File: src/rtl/usart_rx_buffer_ctrl_pkg.sv
// Shared definitions for the USART receive buffer controller:
// controller state codes, UCSZ character-size codes and entry layout.
package usart_rx_buffer_ctrl_pkg;

   typedef enum logic [1:0] {
      ST_DISABLED = 2'd0,
      ST_RUN      = 2'd1,
      ST_FLUSH    = 2'd2
   } rx_state_e;

   localparam logic [2:0] UCSZ_5 = 3'd0;
   localparam logic [2:0] UCSZ_6 = 3'd1;
   localparam logic [2:0] UCSZ_7 = 3'd2;
   localparam logic [2:0] UCSZ_8 = 3'd3;
   localparam logic [2:0] UCSZ_9 = 3'd7;

   // Each stored entry is {fe, upe, data}
   localparam int unsigned ENTRY_FLAGS_W = 2;

   // Reserved UCSZ codes fall back to 8-bit characters
   function automatic int unsigned char_bits(input logic [2:0] ucsz);
      case (ucsz)
         UCSZ_5:  return 5;
         UCSZ_6:  return 6;
         UCSZ_7:  return 7;
         UCSZ_8:  return 8;
         UCSZ_9:  return 9;
         default: return 8;
      endcase
   endfunction

endpackage

File: src/rtl/usart_rx_fifo.sv
// Small receive FIFO with compare-wrapped pointers and a registered head
// entry that reads as zero whenever the buffer is empty.
module usart_rx_fifo #(
   parameter int unsigned W     = 11,
   parameter int unsigned DEPTH = 2
) (
   input  logic                         i_clk,
   input  logic                         i_rst_n,
   input  logic                         i_push,
   input  logic                         i_pop,
   input  logic                         i_flush,
   input  logic [W-1:0]                 i_wdata,
   output logic [W-1:0]                 o_head,
   output logic                         o_nempty,
   output logic [$clog2(DEPTH+1)-1:0]   o_level
);
   localparam int unsigned LVL_W = $clog2(DEPTH + 1);
   localparam int unsigned PTR_W = (DEPTH > 1) ? $clog2(DEPTH) : 1;

   logic [W-1:0]     r_mem [DEPTH];
   logic [PTR_W-1:0] r_wr, r_rd, w_wr_nxt, w_rd_nxt;
   logic [LVL_W-1:0] r_level, w_level_nxt;
   logic [W-1:0]     r_head, w_head_nxt;
   logic             r_nempty, w_pop;

   function automatic logic [PTR_W-1:0] ptr_inc(input logic [PTR_W-1:0] p);
      return (p == PTR_W'(DEPTH - 1)) ? '0 : p + PTR_W'(1);
   endfunction

   // Next pointers/level, and what the head register must show next cycle
   always_comb begin
      w_pop       = (i_pop || i_flush) && (r_level != '0);
      w_rd_nxt    = w_pop  ? ptr_inc(r_rd) : r_rd;
      w_wr_nxt    = i_push ? ptr_inc(r_wr) : r_wr;
      w_level_nxt = r_level;
      if (i_push && !w_pop)
         w_level_nxt = r_level + LVL_W'(1);
      else if (!i_push && w_pop)
         w_level_nxt = r_level - LVL_W'(1);
      if (w_level_nxt == '0)
         w_head_nxt = '0;
      else if (i_push && (r_wr == w_rd_nxt))
         w_head_nxt = i_wdata;
      else
         w_head_nxt = r_mem[w_rd_nxt];
   end

   always_ff @(posedge i_clk or negedge i_rst_n) begin
      if (!i_rst_n) begin
         r_wr     <= '0;
         r_rd     <= '0;
         r_level  <= '0;
         r_head   <= '0;
         r_nempty <= 1'b0;
         for (int i = 0; i < int'(DEPTH); i++)
            r_mem[i] <= '0;
      end else begin
         r_wr     <= w_wr_nxt;
         r_rd     <= w_rd_nxt;
         r_level  <= w_level_nxt;
         r_head   <= w_head_nxt;
         r_nempty <= (w_level_nxt != '0);
         if (i_push)
            r_mem[r_wr] <= i_wdata;
      end
   end

   assign o_head   = r_head;
   assign o_nempty = r_nempty;
   assign o_level  = r_level;

endmodule

File: src/rtl/usart_rx_buffer_ctrl.sv
// USART receive buffer controller: captures completed frames into a FIFO,
// masks to character size, tracks overrun and flushes on receiver disable.
module usart_rx_buffer_ctrl
   import usart_rx_buffer_ctrl_pkg::*;
#(
   parameter int unsigned DATA_W = 9,
   parameter int unsigned DEPTH  = 2
) (
   input  logic                         i_clk,
   input  logic                         i_rst_n,
   input  logic                         i_rxen,
   input  logic                         i_frame_done,
   input  logic [DATA_W-1:0]            i_frame_data,
   input  logic                         i_parity_err,
   input  logic                         i_frame_err,
   input  logic [2:0]                   i_ucsz,
   input  logic                         i_rd_en,
   input  logic                         i_rxcie,
   output logic [DATA_W-1:0]            o_rx_data,
   output logic                         o_rxc,
   output logic                         o_fe,
   output logic                         o_upe,
   output logic                         o_dor,
   output logic                         o_irq,
   output logic [$clog2(DEPTH+1)-1:0]   o_level
);
   localparam int unsigned LVL_W   = $clog2(DEPTH + 1);
   localparam int unsigned ENTRY_W = DATA_W + ENTRY_FLAGS_W;

   rx_state_e          r_state, w_state_nxt;
   logic               r_dor, w_dor_nxt;
   logic               w_push, w_pop_rd, w_ovr, w_flush;
   logic [DATA_W-1:0]  w_data_m;
   logic [ENTRY_W-1:0] w_head;
   logic               w_nempty;
   logic [LVL_W-1:0]   w_level;
   int unsigned        w_nbits;

   // Controller next state, push/overrun qualification and DOR update
   always_comb begin
      w_state_nxt = r_state;
      w_dor_nxt   = r_dor;
      w_nbits     = char_bits(i_ucsz);
      w_data_m    = '0;
      w_flush     = (r_state == ST_FLUSH);
      w_pop_rd    = i_rd_en && (w_level != '0);
      w_push      = (r_state == ST_RUN) && i_frame_done &&
                    ((w_level < LVL_W'(DEPTH)) || w_pop_rd);
      w_ovr       = (r_state == ST_RUN) && i_frame_done && !w_push;

      for (int unsigned i = 0; i < DATA_W; i++)
         w_data_m[i] = i_frame_data[i] & (i < w_nbits);

      case (r_state)
         ST_DISABLED: if (i_rxen) w_state_nxt = ST_RUN;
         ST_RUN:      if (!i_rxen) w_state_nxt = (w_level != '0) ? ST_FLUSH : ST_DISABLED;
         ST_FLUSH:    if (w_level == '0) w_state_nxt = i_rxen ? ST_RUN : ST_DISABLED;
         default:     w_state_nxt = ST_DISABLED;
      endcase

      if ((r_state == ST_RUN) && (w_state_nxt == ST_FLUSH))
         w_dor_nxt = 1'b0;
      else if (w_pop_rd)
         w_dor_nxt = 1'b0;
      else if (w_ovr)
         w_dor_nxt = 1'b1;
   end

   always_ff @(posedge i_clk or negedge i_rst_n) begin
      if (!i_rst_n) begin
         r_state <= ST_DISABLED;
         r_dor   <= 1'b0;
      end else begin
         r_state <= w_state_nxt;
         r_dor   <= w_dor_nxt;
      end
   end

   usart_rx_fifo #(
      .W     (ENTRY_W),
      .DEPTH (DEPTH)
   ) u_fifo (
      .i_clk    (i_clk),
      .i_rst_n  (i_rst_n),
      .i_push   (w_push),
      .i_pop    (i_rd_en),
      .i_flush  (w_flush),
      .i_wdata  ({i_frame_err, i_parity_err, w_data_m}),
      .o_head   (w_head),
      .o_nempty (w_nempty),
      .o_level  (w_level)
   );

   assign o_rx_data = w_head[DATA_W-1:0];
   assign o_upe     = w_head[DATA_W];
   assign o_fe      = w_head[DATA_W+1];
   assign o_rxc     = w_nempty;
   assign o_dor     = r_dor;
   assign o_irq     = w_nempty & i_rxcie;
   assign o_level   = w_level;

endmodule

File: config.mk
export PLATFORM = sky130hd
export DESIGN_NAME = usart_rx_buffer_ctrl
export DESIGN_NICKNAME = d
export VERILOG_FILES = /design/src/rtl/usart_rx_buffer_ctrl_pkg.sv /design/src/rtl/usart_rx_fifo.sv /design/src/rtl/usart_rx_buffer_ctrl.sv
export SDC_FILE = /design/constraint.sdc
export NUM_CORES = 1
export LEC_CHECK = 0
export BUFFER_PORTS_ARGS = -buffer_cell sky130_fd_sc_hd__buf_4
export CAP_MARGIN = 20
export CORE_ASPECT_RATIO = 2
export CORE_UTILIZATION = 59
export DETAILED_ROUTE_END_ITERATION = 7
export PLACE_DENSITY = 0.85
export SYNTH_ARGS = -nofsm -noshare
export SYNTH_HDL_FRONTEND = slang
export SYNTH_SLANG_ARGS = --single-unit
File: constraint.sdc
create_clock -name i_clk -period 3.9 [get_ports i_clk]
set_input_delay 0.585 -clock i_clk [delete_from_list [all_inputs] [get_ports i_clk]]
set_output_delay 0.585 -clock i_clk [all_outputs]
set_load 0.01 [all_outputs]
## Word level (Yosys, flattened, before mapping)

Index checks and enable logic that the tools add are counted.
W data, S select, Z words.

- Register bits: 41
- Input bits: 20
- Output and inout port bits: 16

- Reductions and logical operators: 21
- Equality and inequality tests: 7
- Magnitude comparators: 13
- Bitwise operators: 12
- Muxes and demuxes: 23
- $add $sub $neg: 4

Operators with widths:

| operator | count |
|---|---|
| $lt A3 B32 Y1 const A | 4 |
| $mux W11 | 6 |
| $lt A1 B32 Y1 const A | 2 |
| $lt A2 B32 Y1 const A | 2 |
| $lt A4 B32 Y1 const A | 1 |
| $bwmux W22 | 1 |
| $pmux W4 S4 | 1 |
| $mux W2 | 6 |
| $demux W11 S1 | 1 |
| $and A1 B1 Y1 | 10 |
| $logic_and A1 B1 Y1 | 10 |
| $mux W1 | 7 |
| $logic_not A2 Y1 | 3 |
| $pmux W2 S3 | 1 |
| $eq A2 B2 Y1 const B | 2 |
| $ge A2 B2 Y1 const B | 2 |
| $not A1 Y2 | 2 |
| $reduce_bool A2 Y1 | 2 |
| $eq A3 B1 Y1 const B | 1 |
| $eq A3 B2 Y1 const B | 1 |
| $eq A3 B3 Y1 const B | 1 |
| $logic_not A3 Y1 | 1 |
| $reduce_bool A3 Y1 | 1 |
| $add A1 B1 Y1 const B | 2 |
| 8 further kinds | 10 |

## Depth between registers and ports, before layout

- Depth in word-level cells: 10
- Gate-level depth with buffers: 9
- Gate-level depth less buffers: 7

## Modules after synthesis

From an unflattened synthesis, not the netlist that was laid out.

- Cell total of the unflattened synthesis: 155
- Area, all modules: 1973.1 um^2

By module, submodules not included:

| module | instances | sequential area each (um^2) | cells an instance | area each (um^2) |
|---|---|---|---|---|
| usart_rx_fifo | 1 | 950.9 | 127 | 1741.7 |
| usart_rx_buffer_ctrl | 1 | 75.1 | 28 | 231.5 |

## Worst setup path after synthesis

OpenSTA, ideal clock, no wires.

- Kind: register to register
- From: register u_fifo.r_level[0] (netlist: u_fifo.o_level[0])
- To: register u_fifo.r_mem[3] (netlist name)
- Cell stages (with the launch flop): 9
- Path slack: 1.877 ns
- Period minus slack after synthesis: 2.023 ns
- Data arrival time: 1.896 ns
- Path through: dfrtp_1 -> inv_1 -> ha_1 -> nor2b_1 -> o21a_1 -> buf_4 -> nand2_1 -> buf_2 -> mux2_1

- Longest elaborated chain between the ends: 4

Ends and longest elaborated chain:

| element | line | RTL |
|---|---|---|
| from (decl) | usart_rx_fifo.sv:22 | `logic [LVL_W-1:0] r_level, w_level_nxt;` |
| from (signal assigned) | usart_rx_fifo.sv:60 | `r_level <= w_level_nxt;` |
| branches (longest 2 deep; another with $lt A2 B2 Y1) | -- |  |
| $logic_or A1 B1 Y1 * | usart_rx_buffer_ctrl.sv:48 | `((w_level < LVL_W'(DEPTH)) \|\| w_pop_rd);` |
| $logic_and A1 B1 Y1 * | usart_rx_buffer_ctrl.sv:47 | `w_push = (r_state == ST_RUN) && i_frame_done &&` |
| to (signal, indexed assignment) | usart_rx_fifo.sv:64 | `r_mem[r_wr] <= i_wdata;` |
| to (decl) | usart_rx_fifo.sv:20 | `logic [W-1:0] r_mem [DEPTH];` |

Every way passes the cells marked *.
A chain may end at the register's enable or synchronous reset.

## Worst setup path in the final report

- From: register u_fifo.r_level[0] (netlist: u_fifo.o_level[0])
- To: register u_fifo.r_head[10] (netlist: u_fifo.o_head[10])

- Longest elaborated chain between the ends: 10

Ends and longest elaborated chain:

| element | line | RTL |
|---|---|---|
| branches (longest 9 deep; another with $lt A2 B2 Y1) | -- |  |
| $mux W11 * | usart_rx_fifo.sv:40 | `if (w_level_nxt == '0)` |
| net u_fifo.w_head_nxt[10] | usart_rx_fifo.sv:23 | `logic [W-1:0] r_head, w_head_nxt;` |
| to (signal assigned) | usart_rx_fifo.sv:61 | `r_head <= w_head_nxt;` |
| to (decl) | usart_rx_fifo.sv:23 |  |

Mark *: on every way through the listed nets, which the timed path passes. The select of a mux whose other input is x is not followed.

==> metrics.txt <==
# TYPE chip_impl_metric gauge
chip_impl_info{name="status",value="finished with violations"} 1
chip_impl_info{name="violations",value="design-rule violations"} 1
chip_impl_metric{name="max-cap-violations",unit=""} 0
chip_impl_info{name="min_path_type",value="primary input to asynchronous set/reset pin"} 1
chip_impl_metric{name="vias_in_the_first_global_route",unit=""} 1586
chip_impl_metric{name="setup_violations",unit=""} 0
chip_impl_info{name="layout_commonest_cell",value="dfrtp_1"} 1
chip_impl_metric{name="place.detailed.hpwl",unit="um"} 3140
chip_impl_metric{name="h_tree_depth",unit=""} 2
chip_impl_metric{name="crit_share_post_route",unit=""} 0.720
chip_impl_metric{name="setup_ws_pre_cts",unit="ps"} 1110
chip_impl_info{name="final_cell_mix",value="dfrtp_1, buf_4, nand2_1"} 1
chip_impl_metric{name="grt_antenna_before_repair",unit=""} 0
chip_impl_info{name="synth_top_flop_cell",value="dfrtp_1"} 1
chip_impl_info{name="gr-max-usage-layer",value="met2"} 1
chip_impl_metric{name="yosysWarnings",unit=""} 0
chip_impl_metric{name="drt_drc_violations_left",unit=""} 2
chip_impl_metric{name="synth_fp_nets",unit=""} 194
chip_impl_metric{name="floorplan.die_area",unit="sq mm"} 0.00376
chip_impl_metric{name="floorplan.io_pins",unit=""} 36
chip_impl_metric{name="critical_path_buf_inv_count",unit=""} 1
chip_impl_metric{name="antenna_violating_nets_post_route",unit=""} 0
chip_impl_metric{name="timing_max_transition_violations_final",unit=""} 0
chip_impl_metric{name="postLayoutSetupSlackWorst",unit="ps"} 1090
chip_impl_metric{name="asyncSetResetFlopFracSynth",unit=""} 1.00
chip_impl_metric{name="final_cells",unit=""} 239
chip_impl_metric{name="port_buf_inserts",unit=""} 35
chip_impl_metric{name="tns",unit="ps"} 0
chip_impl_metric{name="number_of_nets_at_the_end_of_the_flow",unit=""} 227
chip_impl_info{name="tritoncts",value="built"} 1
chip_impl_metric{name="initial_core_utilization",unit=""} 0.612
chip_impl_metric{name="cts_buffers",unit=""} 5
chip_impl_info{name="cell_with_the_largest_stage_delay_on_the_worst_path",value="o21a_1"} 1
chip_impl_metric{name="cts_buffer_depth",unit=""} 2
chip_impl_metric{name="post_cts_resize_count",unit=""} 0
chip_impl_metric{name="met2_usage",unit=""} 0.464
chip_impl_metric{name="postSynthRegisterBits",unit=""} 41
chip_impl_metric{name="setup_fix_buffers_added_after_clock_tree_synthesis",unit=""} 0
chip_impl_metric{name="leakage",unit="nW"} 1.10
chip_impl_metric{name="critical_path_arrival",unit="ps"} 2950
chip_impl_metric{name="antenna_cells",unit=""} 0
chip_impl_metric{name="post_synth_inst_count",unit=""} 173
chip_impl_metric{name="avgRoutedWirePerCell",unit="um"} 18.3
chip_impl_metric{name="cts.reportedPaths.clkPinSlew",unit="ps"} 80
chip_impl_metric{name="via_per_inst",unit=""} 6.32
chip_impl_metric{name="worst-endpoint-required",unit="ps"} 4040
chip_impl_info{name="timing.setup.critical_path_class",value="register to register"} 1
chip_impl_info{name="rsz0062_at_grt",value="false"} 1
chip_impl_metric{name="layout_min_cycle_time",unit="ps"} 2810
chip_impl_info{name="cts_root_buffer",value="clkbuf_8"} 1
chip_impl_metric{name="max_stage_delay",unit="ps"} 710
chip_impl_metric{name="grt_pass1_wl",unit="um"} 7200
chip_impl_info{name="crit_path_start_kind",value="register"} 1
chip_impl_metric{name="clock_skew_after_layout",unit="ps"} 8.76
chip_impl_metric{name="critical_path_peak_fanout",unit=""} 18
chip_impl_metric{name="syn_avg_cell_area",unit="sq um"} 11.9
chip_impl_metric{name="detail_route.wirelength",unit="um"} 4380
chip_impl_info{name="yosys.area.top_type",value="dfrtp_1"} 1
chip_impl_metric{name="fmaxAchievable",unit="GHz"} 0.356
chip_impl_metric{name="area.sequential",unit="sq mm"} 0.00103
chip_impl_metric{name="grt_overflow_total",unit=""} 0
chip_impl_metric{name="power.density",unit="mW/mm^2"} 921
chip_impl_metric{name="report.final.hold_viol_count",unit=""} 0
chip_impl_metric{name="yosysTopAreaCellShare",unit=""} 0.496
chip_impl_metric{name="detail_route.first_pass.iterations",unit=""} 6
chip_impl_metric{name="area_of_the_multi_input_gates",unit="sq um"} 957
chip_impl_metric{name="syn2layout_area_growth",unit="%"} 17.9
chip_impl_metric{name="final.hold.worst_slack",unit="ps"} 249
chip_impl_metric{name="place_inst",unit=""} 231
chip_impl_metric{name="edff_count_synth",unit=""} 0
chip_impl_metric{name="post_route_cells_drive_above_1_share",unit=""} 0.377
chip_impl_metric{name="core_region_area",unit="sq mm"} 0.00338
chip_impl_metric{name="synthesis.area",unit="sq mm"} 0.00207
chip_impl_metric{name="std_cell_rows",unit=""} 30
chip_impl_metric{name="use_met3",unit=""} 0.0505
chip_impl_info{name="worst_path_dominant_cell_family",value="simple AND/OR/NAND/NOR gates"} 1
chip_impl_metric{name="hold_buffers",unit=""} 0
chip_impl_metric{name="highest_ir_drop_seen_on_vdd",unit="V"} 0.000631
chip_impl_metric{name="netlist-cell-type-count",unit=""} 41
chip_impl_metric{name="fillerInstances",unit=""} 246
chip_impl_metric{name="drt_first_iter_violations",unit=""} 46
chip_impl_metric{name="floorplan.die.height",unit="um"} 85.7
chip_impl_metric{name="slew-limit-headroom",unit=""} 0.402
chip_impl_metric{name="num_vias",unit=""} 1511
chip_impl_metric{name="largest_net_degree_at_the_start_of_global_routing",unit=""} 42
chip_impl_metric{name="clk_latency",unit="ps"} 300
chip_impl_metric{name="final_core_util",unit=""} 0.721
chip_impl_info{name="endpoint_kind",value="register"} 1
chip_impl_metric{name="cts.sinks",unit=""} 41
chip_impl_info{name="synth.top_cells.by_area",value="dfrtp_1, a221oi_2, nor4_2"} 1
chip_impl_metric{name="grt_use_total",unit=""} 0.263
chip_impl_info{name="timing.critical_path.cells",value="inv_1, ha_1, nor2b_1, o21a_1, xnor2_1, and3_4, nor4_1"} 1
chip_impl_metric{name="seq_area_frac_synth",unit=""} 0.496
chip_impl_metric{name="worstMarginPinSlew",unit="ps"} 893
chip_impl_metric{name="met1_usage",unit=""} 0.281
chip_impl_metric{name="floorplan_die_width",unit="um"} 43.9
chip_impl_metric{name="place_congestion",unit=""} 0.826
## synth_stat cells (2+ instances only)
cell,number
and2_1,2
a21oi_1,4
buf_4,3
xnor3_1,2
o21ai_1,10
nor4_1,2
nand2b_1,2
xnor2_1,2
a221oi_2,10
nand2_1,14
inv_1,2
nor2_1,4
inv_2,3
dfrtp_1,41
a21boi_0,12
buf_2,4
and3_1,4
nor3_1,7
mux2_1,6
nor4_2,9
clkbuf_1,3
mux2_2,8
## metal layers
metal / share of wire / vias up
met1: 0.38 / 741
met4: 0.032 / 0
li1: - / 705
met2: 0.54 / 51
met5: 0 / -
met3: 0.045 / 14
## registers in the layout (all words and copies together), names as in the netlist
signal / flops
u_fifo.o_head: 11
u_fifo.r_mem: 22
u_fifo.o_nempty: 1
u_fifo.r_rd: 1
u_fifo.o_level: 2
r_state: 2
u_fifo.r_wr: 1
o_dor: 1
## metrics by stage
step,cell area (sq um),power [mW]
floorplan,2070,1.61
global placement,2320,1.83
detailed placement,2320,1.89
CTS,2440,2.25
global route,2440,2.38
finish,2440,2.24
## path summary, 6_finish.rpt
| check | slack [ps] | endpoint | from | depth (start not counted) |
|---|---|---|---|---|
| max in group asynchronous | 3280 | u_fifo.o_level[0]$_DFF_PN0_ | i_rst_n | 1 |
| worst min-delay path | 250 | u_fifo.o_head[0]$_DFF_PN0_ | i_rst_n | 1 |
| worst max register to register | 1090 | u_fifo.o_head[10]$_DFF_PN0_ | u_fifo.o_level[0]$_DFF_PN0_ | 7 |
| worst min register to register | 490 | u_fifo.r_mem[4]$_DFFE_PN0P_ | u_fifo.r_mem[4]$_DFFE_PN0P_ | 1 |
| min in group i_clk | 490 | u_fifo.r_mem[4]$_DFFE_PN0P_ | u_fifo.r_mem[4]$_DFFE_PN0P_ | 1 |
| worst max-delay path | 1090 | u_fifo.o_head[10]$_DFF_PN0_ | u_fifo.o_level[0]$_DFF_PN0_ | 7 |
## report_power, final
group	switching, mW	internal [mW]
clock network	0.143	0.209
registers	0.115	0.626
logic	0.638	0.513
## cells by family (layout without fill, tap and decap cells)
logic type	Yosys count	count (layout)	synth area share
buf+inv	16	50	0.0406
xor+xnor	4	4	0.0303
mux	14	14	0.0763
fa+ha+maj	1	1	0.00605
compound gates	45	45	0.186
flops	41	41	0.496
simple gates	52	52	0.164
## area by class of cell
class                   instances  area share
clock inverters                 1      0.0123
inverters                       5     0.00770
clock buffers                   7      0.0354
well taps                      32      0.0164
flip-flops and latches         41       0.421
multi-input cells             116       0.393
repair buffers                 37       0.114
No activity file was read; power rests on OpenSTA's default activity.
